===== src/rtl/seven_seg_pkg.sv =====
// Shared seven-segment definitions: glyph patterns, segment bit positions
// and the scan-index one-hot helper.
package seven_seg_pkg;

    localparam int unsigned MAX_DIGITS = 32;

    localparam int unsigned SEG_A  = 7;
    localparam int unsigned SEG_B  = 6;
    localparam int unsigned SEG_C  = 5;
    localparam int unsigned SEG_D  = 4;
    localparam int unsigned SEG_E  = 3;
    localparam int unsigned SEG_F  = 2;
    localparam int unsigned SEG_G  = 1;
    localparam int unsigned SEG_DP = 0;

    localparam logic [7:0] SEG_BLANK = 8'h00;

    // a..g, MSB = a
    localparam logic [6:0] GLYPH_0 = 7'b1111110;
    localparam logic [6:0] GLYPH_1 = 7'b0110000;
    localparam logic [6:0] GLYPH_2 = 7'b1101101;
    localparam logic [6:0] GLYPH_3 = 7'b1111001;
    localparam logic [6:0] GLYPH_4 = 7'b0110011;
    localparam logic [6:0] GLYPH_5 = 7'b1011011;
    localparam logic [6:0] GLYPH_6 = 7'b1011111;
    localparam logic [6:0] GLYPH_7 = 7'b1110000;
    localparam logic [6:0] GLYPH_8 = 7'b1111111;
    localparam logic [6:0] GLYPH_9 = 7'b1111011;
    localparam logic [6:0] GLYPH_A = 7'b1110111;
    localparam logic [6:0] GLYPH_B = 7'b0011111;
    localparam logic [6:0] GLYPH_C = 7'b1001110;
    localparam logic [6:0] GLYPH_D = 7'b0111101;
    localparam logic [6:0] GLYPH_E = 7'b1001111;
    localparam logic [6:0] GLYPH_F = 7'b1000111;

    function automatic logic [MAX_DIGITS-1:0] idx_onehot(input int unsigned i);
        idx_onehot = '0;
        if (i < MAX_DIGITS)
            idx_onehot[i] = 1'b1;
    endfunction

endpackage


===== src/rtl/seven_seg_encoder.sv =====
// Combinational digit encoder: 4-bit code + dp + blank -> {a..g,dp}.
module seven_seg_encoder
    import seven_seg_pkg::*;
(
    input  logic [3:0] code,
    input  logic       dp,
    input  logic       blank,
    input  logic       hex_mode,
    output logic [7:0] seg
);

    logic [6:0] glyph;

    always_comb begin
        glyph = '0;
        case (code)
            4'd0:  glyph = GLYPH_0;
            4'd1:  glyph = GLYPH_1;
            4'd2:  glyph = GLYPH_2;
            4'd3:  glyph = GLYPH_3;
            4'd4:  glyph = GLYPH_4;
            4'd5:  glyph = GLYPH_5;
            4'd6:  glyph = GLYPH_6;
            4'd7:  glyph = GLYPH_7;
            4'd8:  glyph = GLYPH_8;
            4'd9:  glyph = GLYPH_9;
            4'd10: glyph = hex_mode ? GLYPH_A : '0;
            4'd11: glyph = hex_mode ? GLYPH_B : '0;
            4'd12: glyph = hex_mode ? GLYPH_C : '0;
            4'd13: glyph = hex_mode ? GLYPH_D : '0;
            4'd14: glyph = hex_mode ? GLYPH_E : '0;
            4'd15: glyph = hex_mode ? GLYPH_F : '0;
            default: glyph = '0;
        endcase
    end

    always_comb begin
        seg             = SEG_BLANK;
        seg[SEG_A:SEG_G] = blank ? 7'b0 : glyph;
        seg[SEG_DP]     = dp;
    end

endmodule


===== src/rtl/seven_seg_scan_driver.sv =====
// Time-multiplexed seven-segment scan driver with load-captured hold
// registers, leading-zero blanking and dead time between digit slots.
module seven_seg_scan_driver
    import seven_seg_pkg::*;
#(
    parameter int unsigned DIGITS   = 8,
    parameter int unsigned TICK_DIV = 1000,
    parameter int unsigned HEX_MODE = 0
) (
    input  logic                  clk,
    input  logic                  nrst,
    input  logic                  load,
    input  logic [4*DIGITS-1:0]   data_in,
    input  logic [DIGITS-1:0]     dp_in,
    input  logic                  blank_lz,
    input  logic                  en,
    output logic [7:0]            seg,
    output logic [DIGITS-1:0]     dig_sel,
    output logic                  frame_done
);

    localparam int unsigned IDX_W = $clog2(DIGITS);
    localparam int unsigned CNT_W = $clog2(TICK_DIV);
    localparam logic [CNT_W-1:0] CNT_LAST = CNT_W'(TICK_DIV - 1);
    localparam logic [IDX_W-1:0] IDX_LAST = IDX_W'(DIGITS - 1);

    logic [4*DIGITS-1:0] hold_data;
    logic [DIGITS-1:0]   hold_dp;
    logic                hold_lz;

    logic [CNT_W-1:0]    cnt;
    logic [IDX_W-1:0]    idx;
    logic                wrapped;

    logic [DIGITS-1:0]   lz_mask;
    logic                lz_run;
    logic [DIGITS-1:0]   sel_onehot;
    logic [3:0]          cur_code;
    logic                cur_dp;
    logic                cur_blank;
    logic [7:0]          enc_seg;

    always_ff @(posedge clk or negedge nrst) begin
        if (!nrst) begin
            hold_data <= '0;
            hold_dp   <= '0;
            hold_lz   <= 1'b0;
        end else if (load) begin
            hold_data <= data_in;
            hold_dp   <= dp_in;
            hold_lz   <= blank_lz;
        end
    end

    // Walk down from the top digit; a digit blanks while every digit at or
    // above it is zero. Digit 0 is never part of the mask.
    always_comb begin
        lz_mask = '0;
        lz_run  = hold_lz;
        for (int unsigned k = 0; k < DIGITS - 1; k++) begin
            lz_run = lz_run && (hold_data[4*(DIGITS-1-k) +: 4] == 4'd0);
            lz_mask[DIGITS-1-k] = lz_run;
        end
    end

    always_comb begin
        cur_code  = '0;
        cur_dp    = 1'b0;
        cur_blank = 1'b0;
        for (int unsigned i = 0; i < DIGITS; i++) begin
            if (idx == IDX_W'(i)) begin
                cur_code  = hold_data[4*i +: 4];
                cur_dp    = hold_dp[i];
                cur_blank = lz_mask[i];
            end
        end
        sel_onehot = DIGITS'(idx_onehot(32'(idx)));
    end

    seven_seg_encoder u_encoder (
        .code     (cur_code),
        .dp       (cur_dp),
        .blank    (cur_blank),
        .hex_mode (HEX_MODE != 0),
        .seg      (enc_seg)
    );

    // wrapped marks the edge that took idx from the last digit back to 0, so
    // a restart from enable (also cnt=0, idx=0) does not raise frame_done.
    always_ff @(posedge clk or negedge nrst) begin
        if (!nrst) begin
            cnt        <= '0;
            idx        <= '0;
            wrapped    <= 1'b0;
            seg        <= '0;
            dig_sel    <= '0;
            frame_done <= 1'b0;
        end else if (!en) begin
            cnt        <= '0;
            idx        <= '0;
            wrapped    <= 1'b0;
            seg        <= '0;
            dig_sel    <= '0;
            frame_done <= 1'b0;
        end else begin
            seg        <= enc_seg;
            dig_sel    <= (cnt == '0) ? '0 : sel_onehot;
            frame_done <= wrapped;
            wrapped    <= (cnt == CNT_LAST) && (idx == IDX_LAST);
            if (cnt == CNT_LAST) begin
                cnt <= '0;
                idx <= (idx == IDX_LAST) ? '0 : idx + 1'b1;
            end else begin
                cnt <= cnt + 1'b1;
            end
        end
    end

endmodule


===== config.mk =====
export PLATFORM = sky130hd
export DESIGN_NAME = seven_seg_scan_driver
export DESIGN_NICKNAME = d
export VERILOG_FILES = /design/src/rtl/seven_seg_pkg.sv /design/src/rtl/seven_seg_encoder.sv /design/src/rtl/seven_seg_scan_driver.sv
export SDC_FILE = /design/constraint.sdc
export NUM_CORES = 1
export LEC_CHECK = 0
export BUFFER_PORTS_ARGS = -buffer_cell sky130_fd_sc_hd__buf_2
export CORE_MARGIN = 2
export CORE_UTILIZATION = 55
export CTS_CLUSTER_DIAMETER = 80
export DETAILED_ROUTE_END_ITERATION = 8
export GPL_TIMING_DRIVEN = 1
export PLACE_DENSITY = 0.85
export SYNTH_ARGS = -nofsm -noshare
export SYNTH_HDL_FRONTEND = slang
export SYNTH_SLANG_ARGS = --single-unit

===== constraint.sdc =====
create_clock -name clk -period 3.2 [get_ports clk]
set_clock_uncertainty 0.1 [all_clocks]
set_input_delay 0.64 -clock clk [delete_from_list [all_inputs] [get_ports clk]]
set_output_delay 0.64 -clock clk [all_outputs]
set_load 0.01 [all_outputs]

==> summary.md <==
| Metric | Value |
|---|---|
| Final Max Tran Viols | 0 |
| FFs w/ async S/R, synth | 100% |
| Post-synth top flop | dfrtp_1 |
| Top-area cell type share of the netlist area | 50.8% |
| Fin cells | 475 |
| Placed Cells | 460 |
| P&R area growth vs syn | 17.1% |
| Crit share post-route | 94.8% |
| Row count | 29 |
| Switching fraction of total power | about a quarter |
| Relative slew slack | 36.8% |
| Die Span Y | 84.3 microns |
| Slowest cell on crit path | dfrtp_1 |
| Fin nets | approximately 450 |
| Vias | 2,826 |
| Clk pwr share | 38.6% |
| Share of layout cells above drive strength 1 | 32.2% |
| PwrDens | 494 nW/um^2 |
| Reg2reg end | seg[1] |
| Wire length per cell | 16.8 microns |
| Crit path required time | 3.32 ns |
| Critical path, cell by cell | inv_1 -> ha_1 -> or3b_1 -> a32o_1 -> a311oi_2 -> or2_1 -> o21ai_0 -> a2111oi_1 |
| Count leader, synth | dfrtp_1 |
| RSZ-0062 raised after global routing | no |
| R2R Setup Slk | 0.17 ns |
| Max-Cap Viols | 0 |
| Antenna-violating nets left | 0 |
| Htree depth | 3 |
| Core box area | approximately 6300 sq um |
| P_leak | between 0.0015 and 0.002 uW |
| NetSw | between 500 and 600 uW |
| Vias in the first global route | roughly 2.8k |
| Setup CP Type | reg2reg |
| Most frequent cells after synthesis | dfrtp_1, mux2_2, nor2_1 |
| Post-Syn Instances | 332 |
| Final Hold Vio Count | 0 |
| Detailed Route Iter0 Violations | 246 |
| Reg2Reg Depth | 8 |
| Initial antenna violation count | 0 |
| Diode count | 0 |
| Logic pwr share | 11.2% |
| Mean post-synth cell area | 10.7 sq um |
| Setup Fix Bufs, Post-CTS | 0 |
| First-pass GRT wire length | 13,200 microns |
| Synth cell types | 54 |
| CP Max Fanout | 13 |
| Peak VDD IR | roughly 0.00033 V |
| Num ports | 62 |
| Global route overflow | 0 |
| CTS resizes | 0 |
| Max Root-Sink Buffers | 2 |
| Post-DP HPWL | 5790 microns |
| Root Driver | clkbuf_8 |
| Synthesized cell area | around 3500 sq um |
| Sequential share of the synthesized area | around half |
| Post-synth top area cell | dfrtp_1 |
| CTS buffer count | 9 |
| Post-route setup TNS | 0 ns |
| Critical Path AT | 3.15 ns |
| Total track usage | 23.5% |
| PnR worst setup slack | 0.167 ns |
| Worst hold slack | 0.255 ns |
| Clk sinks | 72 |
| Syn nets | 385 |
| Seq cells post-synth | 72 |
| Crit path launch type | register |
| Detailed Routing Iterations Pass 1 | 5 |
| Die span in x | 84.3 microns |
| Hold Path Class | in2async |
| Status | finished clean |
| Pint | 1540 uW |
| Initial Utilization | a little under three fifths |
| Yosys warns | 0 |
| Top post-synthesis cells by area | dfrtp_1, mux2_2, nor2_1 |
| Worst r2r src | idx[0] |
| Routability cong. | 0.924 |
| Pre-CTS setup slack | 0.221 ns |
| Cts hold-fix bufs | 0 |
| Buffers on Ports | 61 |
| Routed WL | approximately 8000 microns |
| PnR Total Power | 2050 uW |
| Post-synth EDFFs | 0 |
| Sequential share of power | 50.2% |
| Worst Max-Slew Pin Slew | 0.949 ns |
| CTS tree | built |
| Peak Freq | approximately 0.33 GHz |
| Clk_lat worst skew | 0.35 ns |
| Via density | between 5 and 6 |
| Largest net degree at the start of global routing | 47 |
| Max incr delay on CP | about 0.44 ns |
| Die Area | 7100 sq um |
| Crit end category | register |
| Clock slew seen by the registers of the worst setup and hold paths | 0.07 ns |
| Final setup vio count | 0 |
| Fin crit period | slightly above 3 ns |
| DRC Markers | 0 |
-- layout by cell type (no fill, tap or decap), drive strengths merged, types with 5 or more instances in the layout --
master  count
ha          8
nor3        9
nor4        9
a31oi       5
mux2       36
clkbuf     10
a21oi      17
nor2b       8
nor2       29
buf        67
o21ai      20
inv        15
dfrtp      72
nand2      26
-- routing by layer --
metal | GRT usage [%] | share of wire [%]
met1 | 30.6 | 44
met2 | 38.2 | 49
met3 | 5.31 | 5.3
met4 | 10.1 | 2.1
met5 | 0 | 0
-- critical path: cells and delay by family, from the launching register on --
kind                     cells  cell delay (ns)
buffers and inverters        1             0.14
flip-flops                   1             0.44
AO/OA/AOI/OAI                4             1.13
adder cells (fa/ha/maj)      1             0.42
AND/OR/NAND/NOR              2             0.68
-- power groups by stage --
stage	Clock (uW)	Sequential [uW]	Combinational, uW
after floorplan	0	1030	142
after global placement	0	1040	223
after detailed placement	0	1050	231
after CTS	796	1030	232
after global routing	828	1040	257
final	791	1030	230
-- logic make-up (layout without fill, tap and decap cells) --
| logic type | count (synthesis) | after routing | share of synthesized area [%] |
|---|---|---|---|
| buffers and inverters | 31 | 97 | 3.71 |
| muxes | 36 | 36 | 11.4 |
| and+or+nand+nor | 105 | 105 | 14.7 |
| AOI/OAI and AO/OA | 73 | 73 | 14.8 |
| DFF | 72 | 72 | 50.8 |
| xor gates and xnor gates | 7 | 7 | 1.73 |
| adders and majority gates | 8 | 8 | 2.82 |
-- per-stage QoR --
stage / cell area, sq um / util (%)
after floorplan: 3540 / -
after global placement: 3930 / 62.6
after detailed placement: 3930 / 62.6
after CTS: 4150 / 66.1
after global routing: 4150 / 66.1
final: 4150 / 66.1
-- final cells by class --
type                            count  area, sq um
Clock buffer                       10          138
Clock inverter                      5         81.3
Fill cell                         483         2130
Inverter                           15         56.3
Multi-Input combinational cell    229         1610
Sequential cell                    72         1800
Tap cell                           77         96.3
Timing Repair Buffer               67          363
-- flip-flops by register name, summed over array words and instances (netlist names) --
name,flops
wrapped,1
hold_dp,8
frame_done,1
hold_lz,1
cnt,10
idx,3
seg,8
hold_data,32
dig_sel,8
-- worst max-delay path by stage --
stage	start	endpoint	cells past startpoint
2_1_floorplan	idx[2]	seg[2]	11
6_report	idx[0]	seg[1]	8
5_1_grt	idx[0]	seg[1]	8
4_1_cts	idx[0]	seg[1]	8
3_5_place_dp	idx[0]	seg[1]	8
3_3_place_gp	idx[0]	seg[2]	8
No activity file was read; power rests on OpenSTA's default activity.
